### src/rtl/mem_seq_pkg.sv
// Shared types and helpers for the memory address sequencer.
package mem_seq_pkg;

   // Access size encodings as seen on the size input.
   typedef enum logic [1:0] {
      SZ_BYTE = 2'b00,
      SZ_HALF = 2'b01,
      SZ_WORD = 2'b10,
      SZ_RSVD = 2'b11
   } size_e;

   // Sequencer FSM states.
   typedef enum logic {
      ST_IDLE = 1'b0,
      ST_REQ  = 1'b1
   } state_e;

   // True when the low address bits suit the access size; the reserved size is never aligned.
   function automatic logic is_aligned(input logic [1:0] addr_lo, input logic [1:0] size);
      logic ok;
      ok = 1'b0;
      case (size)
         SZ_BYTE: ok = 1'b1;
         SZ_HALF: ok = (addr_lo[0] == 1'b0);
         SZ_WORD: ok = (addr_lo == 2'b00);
         default: ok = 1'b0;
      endcase
      return ok;
   endfunction

endpackage

### src/rtl/mux_n_sel.sv
// Combinational N:1 address mux over a flat source bus; out-of-range selects yield zero and oob.
module mux_n_sel #(
   parameter int NUM_SRC = 4,
   parameter int ADDR_W  = 32,
   localparam int SEL_W  = $clog2(NUM_SRC)
) (
   input  logic [SEL_W-1:0]          sel_i,
   input  logic [NUM_SRC*ADDR_W-1:0] src_i,
   output logic [ADDR_W-1:0]         addr_o,
   output logic                      oob_o
);

   // Pick the matching source slice; unmatched select values fall through to zero.
   always_comb begin
      addr_o = '0;
      oob_o  = (int'(sel_i) >= NUM_SRC);
      for (int i = 0; i < NUM_SRC; i++) begin
         if (sel_i == SEL_W'(i)) begin
            addr_o = src_i[i*ADDR_W +: ADDR_W];
         end
      end
   end

endmodule

### src/rtl/mem_addr_sequencer.sv
// Memory address sequencer: selects an address source, validates alignment, holds the
// registered address while issuing a valid/ready request, and aborts stalled accesses.
// Handshake: mem_valid stays high with mem_addr constant until a cycle with mem_ready
// high; that cycle completes the access, and mem_valid drops on the following edge.
module mem_addr_sequencer
   import mem_seq_pkg::*;
#(
   parameter int NUM_SRC = 4,
   parameter int ADDR_W  = 32,
   parameter int TIMEOUT = 16,
   localparam int SEL_W  = $clog2(NUM_SRC)
) (
   input  logic                      clk,
   input  logic                      reset_n,
   input  logic [SEL_W-1:0]          sel,
   input  logic [NUM_SRC*ADDR_W-1:0] src_addr,
   input  logic [1:0]                size,
   input  logic                      req,
   input  logic                      mem_ready,
   output logic [ADDR_W-1:0]         mem_addr,
   output logic                      mem_valid,
   output logic                      busy,
   output logic                      done,
   output logic                      err_addr,
   output logic                      err_timeout,
   output logic [SEL_W-1:0]          last_sel
);

   // Wait counter only needs to reach TIMEOUT-1; it saturates instead of wrapping.
   localparam int CNT_W  = (TIMEOUT > 1) ? $clog2(TIMEOUT) : 1;
   localparam int TO_LIM = (TIMEOUT > 0) ? TIMEOUT - 1 : 0;

   state_e             state_q, state_d;
   logic [CNT_W-1:0]   cnt_q, cnt_d;
   logic [ADDR_W-1:0]  addr_q, addr_d;
   logic [SEL_W-1:0]   last_sel_q, last_sel_d;
   logic               done_q, done_d;
   logic               err_addr_q, err_addr_d;
   logic               err_to_q, err_to_d;

   logic [ADDR_W-1:0]  mux_addr;
   logic               mux_oob;

   mux_n_sel #(
      .NUM_SRC (NUM_SRC),
      .ADDR_W  (ADDR_W)
   ) u_mux (
      .sel_i  (sel),
      .src_i  (src_addr),
      .addr_o (mux_addr),
      .oob_o  (mux_oob)
   );

   // State, counter and output registers; reset clears everything asynchronously.
   always_ff @(posedge clk or negedge reset_n) begin
      if (!reset_n) begin
         state_q    <= ST_IDLE;
         cnt_q      <= '0;
         addr_q     <= '0;
         last_sel_q <= '0;
         done_q     <= 1'b0;
         err_addr_q <= 1'b0;
         err_to_q   <= 1'b0;
      end else begin
         state_q    <= state_d;
         cnt_q      <= cnt_d;
         addr_q     <= addr_d;
         last_sel_q <= last_sel_d;
         done_q     <= done_d;
         err_addr_q <= err_addr_d;
         err_to_q   <= err_to_d;
      end
   end

   // Next-state logic: request acceptance in IDLE, completion or timeout in REQ.
   always_comb begin
      state_d    = state_q;
      cnt_d      = cnt_q;
      addr_d     = addr_q;
      last_sel_d = last_sel_q;
      done_d     = 1'b0;
      err_addr_d = 1'b0;
      err_to_d   = 1'b0;
      case (state_q)
         ST_IDLE: begin
            if (req) begin
               last_sel_d = sel;
               if (mux_oob || !is_aligned(mux_addr[1:0], size)) begin
                  err_addr_d = 1'b1;
               end else begin
                  addr_d  = mux_addr;
                  cnt_d   = '0;
                  state_d = ST_REQ;
               end
            end
         end
         ST_REQ: begin
            // Completion takes priority over a timeout expiring in the same cycle.
            if (mem_ready) begin
               state_d = ST_IDLE;
               done_d  = 1'b1;
            end else if ((TIMEOUT != 0) && (cnt_q == CNT_W'(TO_LIM))) begin
               state_d  = ST_IDLE;
               err_to_d = 1'b1;
            end else if (cnt_q != {CNT_W{1'b1}}) begin
               cnt_d = cnt_q + 1'b1;
            end
         end
         default: state_d = ST_IDLE;
      endcase
   end

   // Request strobes follow the state register directly so reset removes them at once.
   assign mem_valid   = (state_q == ST_REQ);
   assign busy        = (state_q != ST_IDLE);
   assign mem_addr    = addr_q;
   assign last_sel    = last_sel_q;
   assign done        = done_q;
   assign err_addr    = err_addr_q;
   assign err_timeout = err_to_q;

endmodule
### config.mk
export PLATFORM = sky130hd
export DESIGN_NAME = mem_addr_sequencer
export DESIGN_NICKNAME = d
export VERILOG_FILES = /design/src/rtl/mem_seq_pkg.sv /design/src/rtl/mux_n_sel.sv /design/src/rtl/mem_addr_sequencer.sv
export SDC_FILE = /design/constraint.sdc
export NUM_CORES = 1
export LEC_CHECK = 0
export BUFFER_PORTS_ARGS = -buffer_cell sky130_fd_sc_hd__buf_2
export CAP_MARGIN = 30
export CORE_AREA = 2 2 83 85
export CTS_CLUSTER_SIZE = 24
export DETAILED_ROUTE_END_ITERATION = 6
export DIE_AREA = 0 0 85 87
export PLACE_DENSITY = 0.85
export REMOVE_ABC_BUFFERS = 1
export SLEW_MARGIN = 20
export SYNTH_ARGS = -nofsm -noshare
export SYNTH_HDL_FRONTEND = slang
export SYNTH_HIERARCHICAL = 1
export SYNTH_SLANG_ARGS = --single-unit
### constraint.sdc
create_clock -name clk -period 4.45 [get_ports clk]
set_input_delay 0.89 -clock clk [delete_from_list [all_inputs] [get_ports clk]]
set_output_delay 0.89 -clock clk [all_outputs]
set_load 0.03 [all_outputs]
# After elaboration in Yosys (flattened, before gate mapping)
# Cells that the tools add are included.
[totals]
regBits = 42
latchBits = 0
ram_bits = 0
mem_bits_ro = 0
in_bits = 136
out_inout_bits = 39
wordCells = 54
memories = 0
[op_classes]
n_addsub = 1
multipliers = 0
div = 0
order_cmp = 0
n_eq_ne = 12
shifts = 0
n_mux = 26
bitwise_logic = 2
n_reduce_logical = 6
[op_table]
columns = ["op", "n"]
rows = [
  ["2-to-1 mux 32 bit", 4],
  ["2-to-1 mux 4 bit", 5],
  ["2-to-1 mux 1 bit", 14],
  ["inequality test 2 bit (second input constant)", 4],
  ["case mux 4 bit (2 select lines)", 1],
  ["== test 2 bit (second input constant)", 3],
  ["logical NOT 2 bit", 3],
  ["AND reduction 5 bit", 1],
  ["adder 4 x 1 -> 4 bit (second input constant)", 1],
  ["== test 2 x 1 -> 1 bit (second input constant)", 2],
  ["== test 4 bit (second input constant)", 1],
  ["inequality test 4 bit (second input constant)", 1],
  ["case mux 1 bit (3 select lines)", 1],
  ["AND reduction 3 bit", 1],
  ["inequality test 2 x 1 -> 1 bit (second input constant)", 1],
  ["inverter 1 bit", 2],
  ["case mux 1 bit (2 select lines)", 1],
  ["AND reduction 2 bit", 1],
]

# Longest topological paths before layout
# Gate-level depths: netlist of run 1.
[depth]
word_depth = 12
depth_mapped = 7
depth_no_buf = 4

# Modules after synthesis
# Netlist of run 1, hierarchy kept.
[modules_own_cells]
columns = ["module", "instances", "cells_per_inst", "area_per_inst_um2", "seq_area_each_um2"]
rows = [
  ["mem_addr_sequencer", 1, 114, 1707.9, 1051.0],
  ["mux_n_sel", 1, 41, 825.8, 0.0],
]

# Worst setup path before layout of run 1
# No wires, ideal clock.
[synth_path]
kind = "input-to-reg"
start = "in sel[0]"
end = "reg addr_q[10], in the netlist mem_addr[10]"
setup_ps = 125
arrival_time_ps = 2817
required_ps = 4325
slack_ps = 1508
stages = 7
n_path_buf = 3
cell_sequence = "buf_6 buf_12 mux4_2 or3_4 a21boi_4 buf_6 mux2_2"
[synth_via]
elab_chain_cells = 10
word_cells_on_any_way = 14
cone_classes = "eq/ne (3); mux (7); bitwise (1); reduce/logical (3)"
[synth_lines]
columns = ["item", "line", "text"]
rows = [
  ["from (decl)", "mem_addr_sequencer.sv:15", "input logic [SEL_W-1:0] sel,"],
  ["logical NOT 2 bit", "mux_n_sel.sv:18", "if (sel_i == SEL_W'(i)) begin"],
  ["2-to-1 mux 32 bit (3 in series)", "mux_n_sel.sv:18", ""],
  ["2-to-1 mux 32 bit (*)", "mux_n_sel.sv:18", ""],
  ["named net mux_addr[1]", "mem_addr_sequencer.sv:41", "logic [ADDR_W-1:0] mux_addr;"],
  ["logical NOT 2 bit (*)", "mem_seq_pkg.sv:25", "SZ_WORD: ok = (addr_lo == 2'b00);"],
  ["case mux 1 bit (3 select lines) (*)", "mem_seq_pkg.sv:22", "case (size)"],
  ["2-to-1 mux 1 bit (*)", "mem_addr_sequencer.sv:86", "if (req) begin"],
  ["2-to-1 mux 1 bit (*)", "mem_addr_sequencer.sv:84", "case (state_q)"],
  ["AND reduction 3 bit (no source line) (*)", "-", ""],
  ["to (signal assigned)", "mem_addr_sequencer.sv:67", "addr_q <= addr_d;"],
  ["to (decl)", "mem_addr_sequencer.sv:35", "logic [ADDR_W-1:0] addr_q, addr_d;"],
]
# The timed path passes the listed nets; every way through them passes the cells marked *. The select of a mux whose other input is x is not followed.
# A chain may end at the register's enable or synchronous reset.

# Worst setup path in the final report of run 1
[layout_path]
start = "in sel[0]"
end = "reg addr_q[14], in the netlist mem_addr[14]"
[layout_via]
elab_chain_cells = 10
word_cells_on_any_way = 14
cone_classes = "eq/ne (3); mux (7); bitwise (1); reduce/logical (3)"
[layout_lines]
columns = ["item", "line"]
rows = [
  ["logical NOT 2 bit", "mux_n_sel.sv:18"],
  ["2-to-1 mux 32 bit (3 in series)", "mux_n_sel.sv:18"],
  ["2-to-1 mux 32 bit (*)", "mux_n_sel.sv:18"],
  ["named net mux_addr[0]", "mem_addr_sequencer.sv:41"],
  ["logical NOT 2 bit / inverter 1 bit (equally long branches)", "mem_seq_pkg.sv:25, mem_seq_pkg.sv:24"],
  ["case mux 1 bit (3 select lines) (*)", "mem_seq_pkg.sv:22"],
  ["2-to-1 mux 1 bit (*)", "mem_addr_sequencer.sv:86"],
  ["2-to-1 mux 1 bit (*)", "mem_addr_sequencer.sv:84"],
  ["AND reduction 3 bit (no source line) (*)", "-"],
]
# Marks and branches as above.

==> impl_metrics.toml, run 1 <==
[layout]
final.fill_count = 579
drive_gt1_share_pct = 77.2
post-route-util_pct = 53.6
layout_common_cells = "buf_2, dfrtp_1, mux2_2"
syn2layout_area_growth_pct = 39.0
final_cells = 410
final_common_cell = "buf_2"
layout.nets = 465

[timing]
worst_pin_slew_ps = 603
tns_ps = 0
slew_headroom_pct = 59.7
holdWs_ps = 503
rsz0062_at_grt = "false"
report.final.slew_viol_count = 0
fin_skew_ps = 4.39
finalCriticalPeriod_ps = 3110
min_period_over_period_pct = 69.9
hold_viol_final = 0
fmax_mhz = 321
setup_violations = 0

[clocking]
clkTransAtPathRegs_ps = 70
hold_buffers = 0
cts_buffers = 5
clock-sinks = 42
cts_setup_buffers = 0
cts_tree = "built"
worstSkewPairLatency_ps = 290
cts_buffer_depth = 2
htree_levels = 2
cts_root_buffer = "clkbuf_8"
cts-resized-gates = 0

[global_routing]
overflow = 0
grt_max_degree = 43
antenna_found_initial = 1
grt_pass1_wl_mm = 10.4
grt_pass1_vias = 2271
grtUsageTotal_pct = 18.0

[yosys]
synth_cells = 155
yosysUniqueCellTypes = 32
ys_warn_count = 6
synth_seq_cells = 42
synth.avg_cell_area_um2 = 16.3
ys_seq_area_share_pct = 41.5
syn_area_um2 = 2530

[power_and_ir_drop]
irDropWorstVdd_mv = 0.195
p_seq_share_pct = 38.2
p_leak_uw = 0.00171
switchingPower_uw = 540
swShare_pct = 37.0
combPwrFrac_pct = 41.7
power_uw = 1460
p_clk_share_pct = 20.1
power_density_nw_per_um2 = 414
intPower_uw = 917

[placed_design]
gp_congestion = 0.825
portBuffers = 174
dp_cells = 400

[worst_setup_path]
crit_arrival_ps = 3290
cp-start-kind = "primary input"
worstPathRequired_ps = 4620
cp-end-kind = "flip-flop"
crit_path_max_fanout = 18
worstSetupPathType = "in -> reg"

[floorplanning]
core_area_um2 = 6570
num_rows = 30
start_util_pct = 38.6
dieArea_um2 = 7400
die_w_um = 85
die_h_um = 87
io_pins = 175

[route]
vias_per_cell = 5.16
drt-initial-drc-count = 45
drcViolationCount = 0
drt_first_pass_iters = 4
via_count = 2115
maxUsedRoutingLayer = "met4"
wl_met2_mm = 3.40
met3_wirelength_um = 554
wl_met1_mm = 2.37
ant_nets = 0
wirelength_mm = 6.45
wl_per_cell_um = 15.7

[run_status]
outcome = "finished, final reports clean"

[worst_hold_path]
holdCritPathClass = "reg -> reg"

[flow_run]
drv_cap = 0
-- per-layer routing --
metal	track usage, %	up-vias
li1	-	965
met1	20.5	1032
met2	32.2	109
met3	5.59	9
met4	6.06	0
met5	0	-
-- through the flow --
step / setup WS, ps / instance area, µm²
after floorplan: 1440 / 2400
after global placement: 1100 / 3390
after detailed placement: 1040 / 3390
after CTS: 1350 / 3500
after global routing: 1230 / 3520
final: 1340 / 3520
-- synth_stat cells --
| library cell | count | area [µm²] |
|---|---|---|
| a2111oi_0 | 1 | 8.76 |
| a211o_2 | 1 | 10.0 |
| a211oi_1 | 1 | 7.51 |
| a21bo_2 | 1 | 10.0 |
| a21boi_4 | 1 | 18.8 |
| a21o_1 | 1 | 7.51 |
| a21oi_1 | 1 | 5.00 |
| a32o_1 | 1 | 10.0 |
| and2_1 | 1 | 6.26 |
| and3_1 | 1 | 6.26 |
| buf_12 | 3 | 60.1 |
| buf_2 | 3 | 15.0 |
| buf_4 | 2 | 15.0 |
| buf_6 | 4 | 45.0 |
| conb_1 | 1 | 3.75 |
| dfrtp_1 | 42 | 1050 |
| ha_1 | 1 | 12.5 |
| inv_1 | 2 | 7.51 |
| mux2_2 | 35 | 394 |
| mux4_1 | 2 | 52.6 |
| mux4_2 | 30 | 676 |
| nand2_1 | 2 | 7.51 |
| nand2b_1 | 2 | 12.5 |
| nand3_1 | 3 | 15.0 |
| nor2_1 | 2 | 7.51 |
| nor2b_1 | 2 | 12.5 |
| nor3_1 | 1 | 5.00 |
| nor3b_1 | 1 | 7.51 |
| o21ai_0 | 4 | 20.0 |
| or2_2 | 1 | 6.26 |
| or3_1 | 1 | 6.26 |
| or3_4 | 1 | 11.3 |
-- sequential cells by signal, indices dropped and copies added, names as in the netlist --
signal,count
err_timeout,1
mem_addr,32
err_addr,1
done,1
last_sel,2
busy,1
cnt_q,4
-- area by class of cell --
type / instances / area [µm²] / share of cell area, %
antenna: 1 / 2.50 / 0.0711
inverter: 2 / 7.51 / 0.213
clock inverter: 1 / 30.0 / 0.853
timing repair buffer: 178 / 913 / 25.9
tap: 80 / 100 / 2.84
sequential: 42 / 1050 / 29.9
multi-input combinational: 99 / 1340 / 38.1
clock buffer: 7 / 76.3 / 2.17
-- worst paths after layout --
path                            slack [ps]            to  cells after the start        start
worst min-delay path                   500   mem_addr[3]                      1  mem_addr[3]
max in group asynchronous             3440  mem_addr[29]                      2      reset_n
worst max register to register        2310  mem_addr[14]                      4         busy
worst max-delay path                  1340  mem_addr[14]                      6       sel[0]
min in group asynchronous              530   err_timeout                      1      reset_n
worst min register to register         500   mem_addr[3]                      1  mem_addr[3]
-- cell families (layout without fill, tap and decap cells) --
kind of cell             after synthesis  count (layout)  synth area share (%)
buffers and inverters                 14             188                  5.63
AO/OA/AOI/OAI                         12              12                  3.85
other                                  1               2                 0.148
adder cells (fa/ha/maj)                1               1                 0.494
flip-flops                            42              42                  41.5
multiplexers                          67              67                  44.3
AND/OR/NAND/NOR                       18              18                  4.10
-- power by group through the flow --
stage / Combinational [µW] / Sequential (µW) / Clock (µW)
floorplan: 173 / 775 / 0
finish: 608 / 557 / 293
global placement: 598 / 560 / 0
global route: 646 / 575 / 322
detailed placement: 613 / 563 / 0
CTS: 613 / 558 / 301
-- worst max-delay path, stage by stage --
cell and delay [ps]:
buf_2 120, mux4_1 600, or3_4 420, a21boi_4 520
buf_4 350, mux2_2 360
Note: power is estimated with default switching activity, not from simulation.
==> run 2: changes to the inputs <==
==> constraint.sdc (replaced) <==
create_clock -name clk -period 3.2 [get_ports clk]
set_input_delay 0.64 -clock clk [delete_from_list [all_inputs] [get_ports clk]]
set_output_delay 0.64 -clock clk [all_outputs]
set_load 0.03 [all_outputs]
==> run 2 against run 1 <==
Non-clock buffer count is 1 higher. Core utilization is 0.15 points higher. Sequential power is 39% higher. Register-to-register slack worse by 840 ps. Cell area up 0.28%. Sequential share of layout area is 0.085 points lower. Hold slack worse by 230 ps. Cell count grew 0.24%. Critical path type unchanged. Largest power group unchanged. Highest routed layer unchanged.
==> impl_metrics.toml, run 2 (same netlist as run 1, synthesis figures left out) <==
[power_and_ir_drop]
irDropWorstVdd_mv = 0.388
swShare_pct = 37.2
combPwrFrac_pct = 41.7
power_uw = 2030
p_clk_share_pct = 20.1
switchingPower_uw = 754
intPower_uw = 1270
p_seq_share_pct = 38.2
power_density_nw_per_um2 = 574
p_leak_uw = 0.00172

[timing]
fin_skew_ps = 8.55
report.final.slew_viol_count = 0
setup_violations = 0
post-route-worst-setup-slack_ps = 742
tns_ps = 0
finalCriticalPeriod_ps = 2460
hold_viol_final = 0
slew_headroom_pct = 63.9
fmax_mhz = 407
min_period_over_period_pct = 76.8
worst_pin_slew_ps = 541
rsz0062_at_grt = "false"

[clocking]
cts-resized-gates = 0
cts_buffer_depth = 2
cts_setup_buffers = 0
clock-sinks = 42
cts_root_buffer = "clkbuf_8"
clkTransAtPathRegs_ps = 80
cts_buffers = 5
htree_levels = 2
worstSkewPairLatency_ps = 290
cts_tree = "built"
hold_buffers = 0

[layout]
multi_input_area_um2 = 1340
drive_gt1_share_pct = 77.9
final.fill_count = 573
largest_reg_flops = 32
layout_common_cells = "buf_2, dfrtp_1, mux2_2"
final_cells = 411
final_common_cell = "buf_2"
syn2layout_area_growth_pct = 39.4
layout.nets = 466
seq_area_um2 = 1050
post-route-util_pct = 53.8

[worst_setup_path]
r2r_start = "busy"
reg2reg_slack_ps = 1470
r2r_cells = 4
crit_arrival_ps = 2630
cp-start-kind = "primary input"
worstPathRequired_ps = 3370
cp-end-kind = "flip-flop"
reg2reg_to = "mem_addr[6]"
worstSetupPathType = "in -> reg"
cp-startpoint = "sel[0]"
crit_path_max_fanout = 17

[floorplanning]
die_h_um = 87
io_pins = 175
start_util_pct = 38.6
num_rows = 30
dieArea_um2 = 7400
core_area_um2 = 6570
die_w_um = 85

[global_routing]
grt_pass1_vias = 2328
grt_pass1_wl_mm = 10.5
overflow = 0
antenna_found_initial = 1
grt_max_degree = 43
grtUsageTotal_pct = 18.1

[placed_design]
pre_cts_ws_ps = 421
dp_hpwl_mm = 5.30
portBuffers = 174
dp_cells = 401
gp_congestion = 0.779

[route]
ant_nets = 0
wirelength_mm = 6.48
wl_met2_mm = 3.42
maxUsedRoutingLayer = "met4"
drt-initial-drc-count = 61
via_count = 2103
vias_per_cell = 5.12
met3_wirelength_um = 606
drt_first_pass_iters = 4
drcViolationCount = 0
wl_met1_mm = 2.32
wl_per_cell_um = 15.8

[run_status]
outcome = "finished, final reports clean"

[flow_run]
drv_cap = 0

[worst_hold_path]
holdCritPathClass = "in -> async"
[run 2: changes by cell type in the layout (fill, tap and decap cells not counted), sizes merged]
cell,delta
buf,+1
clkbuf,-2
clkinv,+2
[run 2: worst max-delay path by stage]
stage / slack (ps) / cells after the start / end
2_1_floorplan: 440 / 4 / mem_addr[10]
3_3_place_gp: 470 / 6 / mem_addr[10]
3_5_place_dp: 420 / 6 / mem_addr[6]
4_1_cts: 730 / 6 / mem_addr[6]
5_1_grt: 670 / 6 / mem_addr[14]
6_report: 740 / 6 / mem_addr[6]
[run 2: power by group through the flow]
stage | combinational (µW) | clock (µW) | sequential (µW)
2_1_floorplan | 240 | 0 | 1080
3_3_place_gp | 831 | 0 | 779
3_5_place_dp | 853 | 0 | 784
4_1_cts | 852 | 421 | 777
5_1_grt | 900 | 448 | 799
6_report | 844 | 408 | 774
[run 2: through the flow]
step           hold slack (ps)  area, µm²
2_1_floorplan              344       2400
3_3_place_gp               484       3400
3_5_place_dp               491       3400
4_1_cts                    509       3510
5_1_grt                    284       3530
6_report                   269       3530
[run 2: layout make-up]
| cell class | instances | share of cell area [%] |
|---|---|---|
| repair buffers | 179 | 26.1 |
| inverters | 2 | 0.213 |
| clock buffers | 5 | 1.95 |
| clock inverters | 3 | 1.13 |
| flip-flops and latches | 42 | 29.8 |
| diodes | 1 | 0.0709 |
| well taps | 80 | 2.83 |
| multi-input cells | 99 | 38.0 |
[run 2: routing by layer]
metal	up-vias	GRT usage [%]
li1	962	-
met1	1021	19.9
met2	109	32.6
met3	11	6.35
met4	0	6.35
met5	-	0
[run 2: worst max-delay path, stage by stage]
cell and delay, ps:
buf_2 160, mux4_1 620, or3_4 430, a21boi_4 160
buf_4 250, mux2_2 360
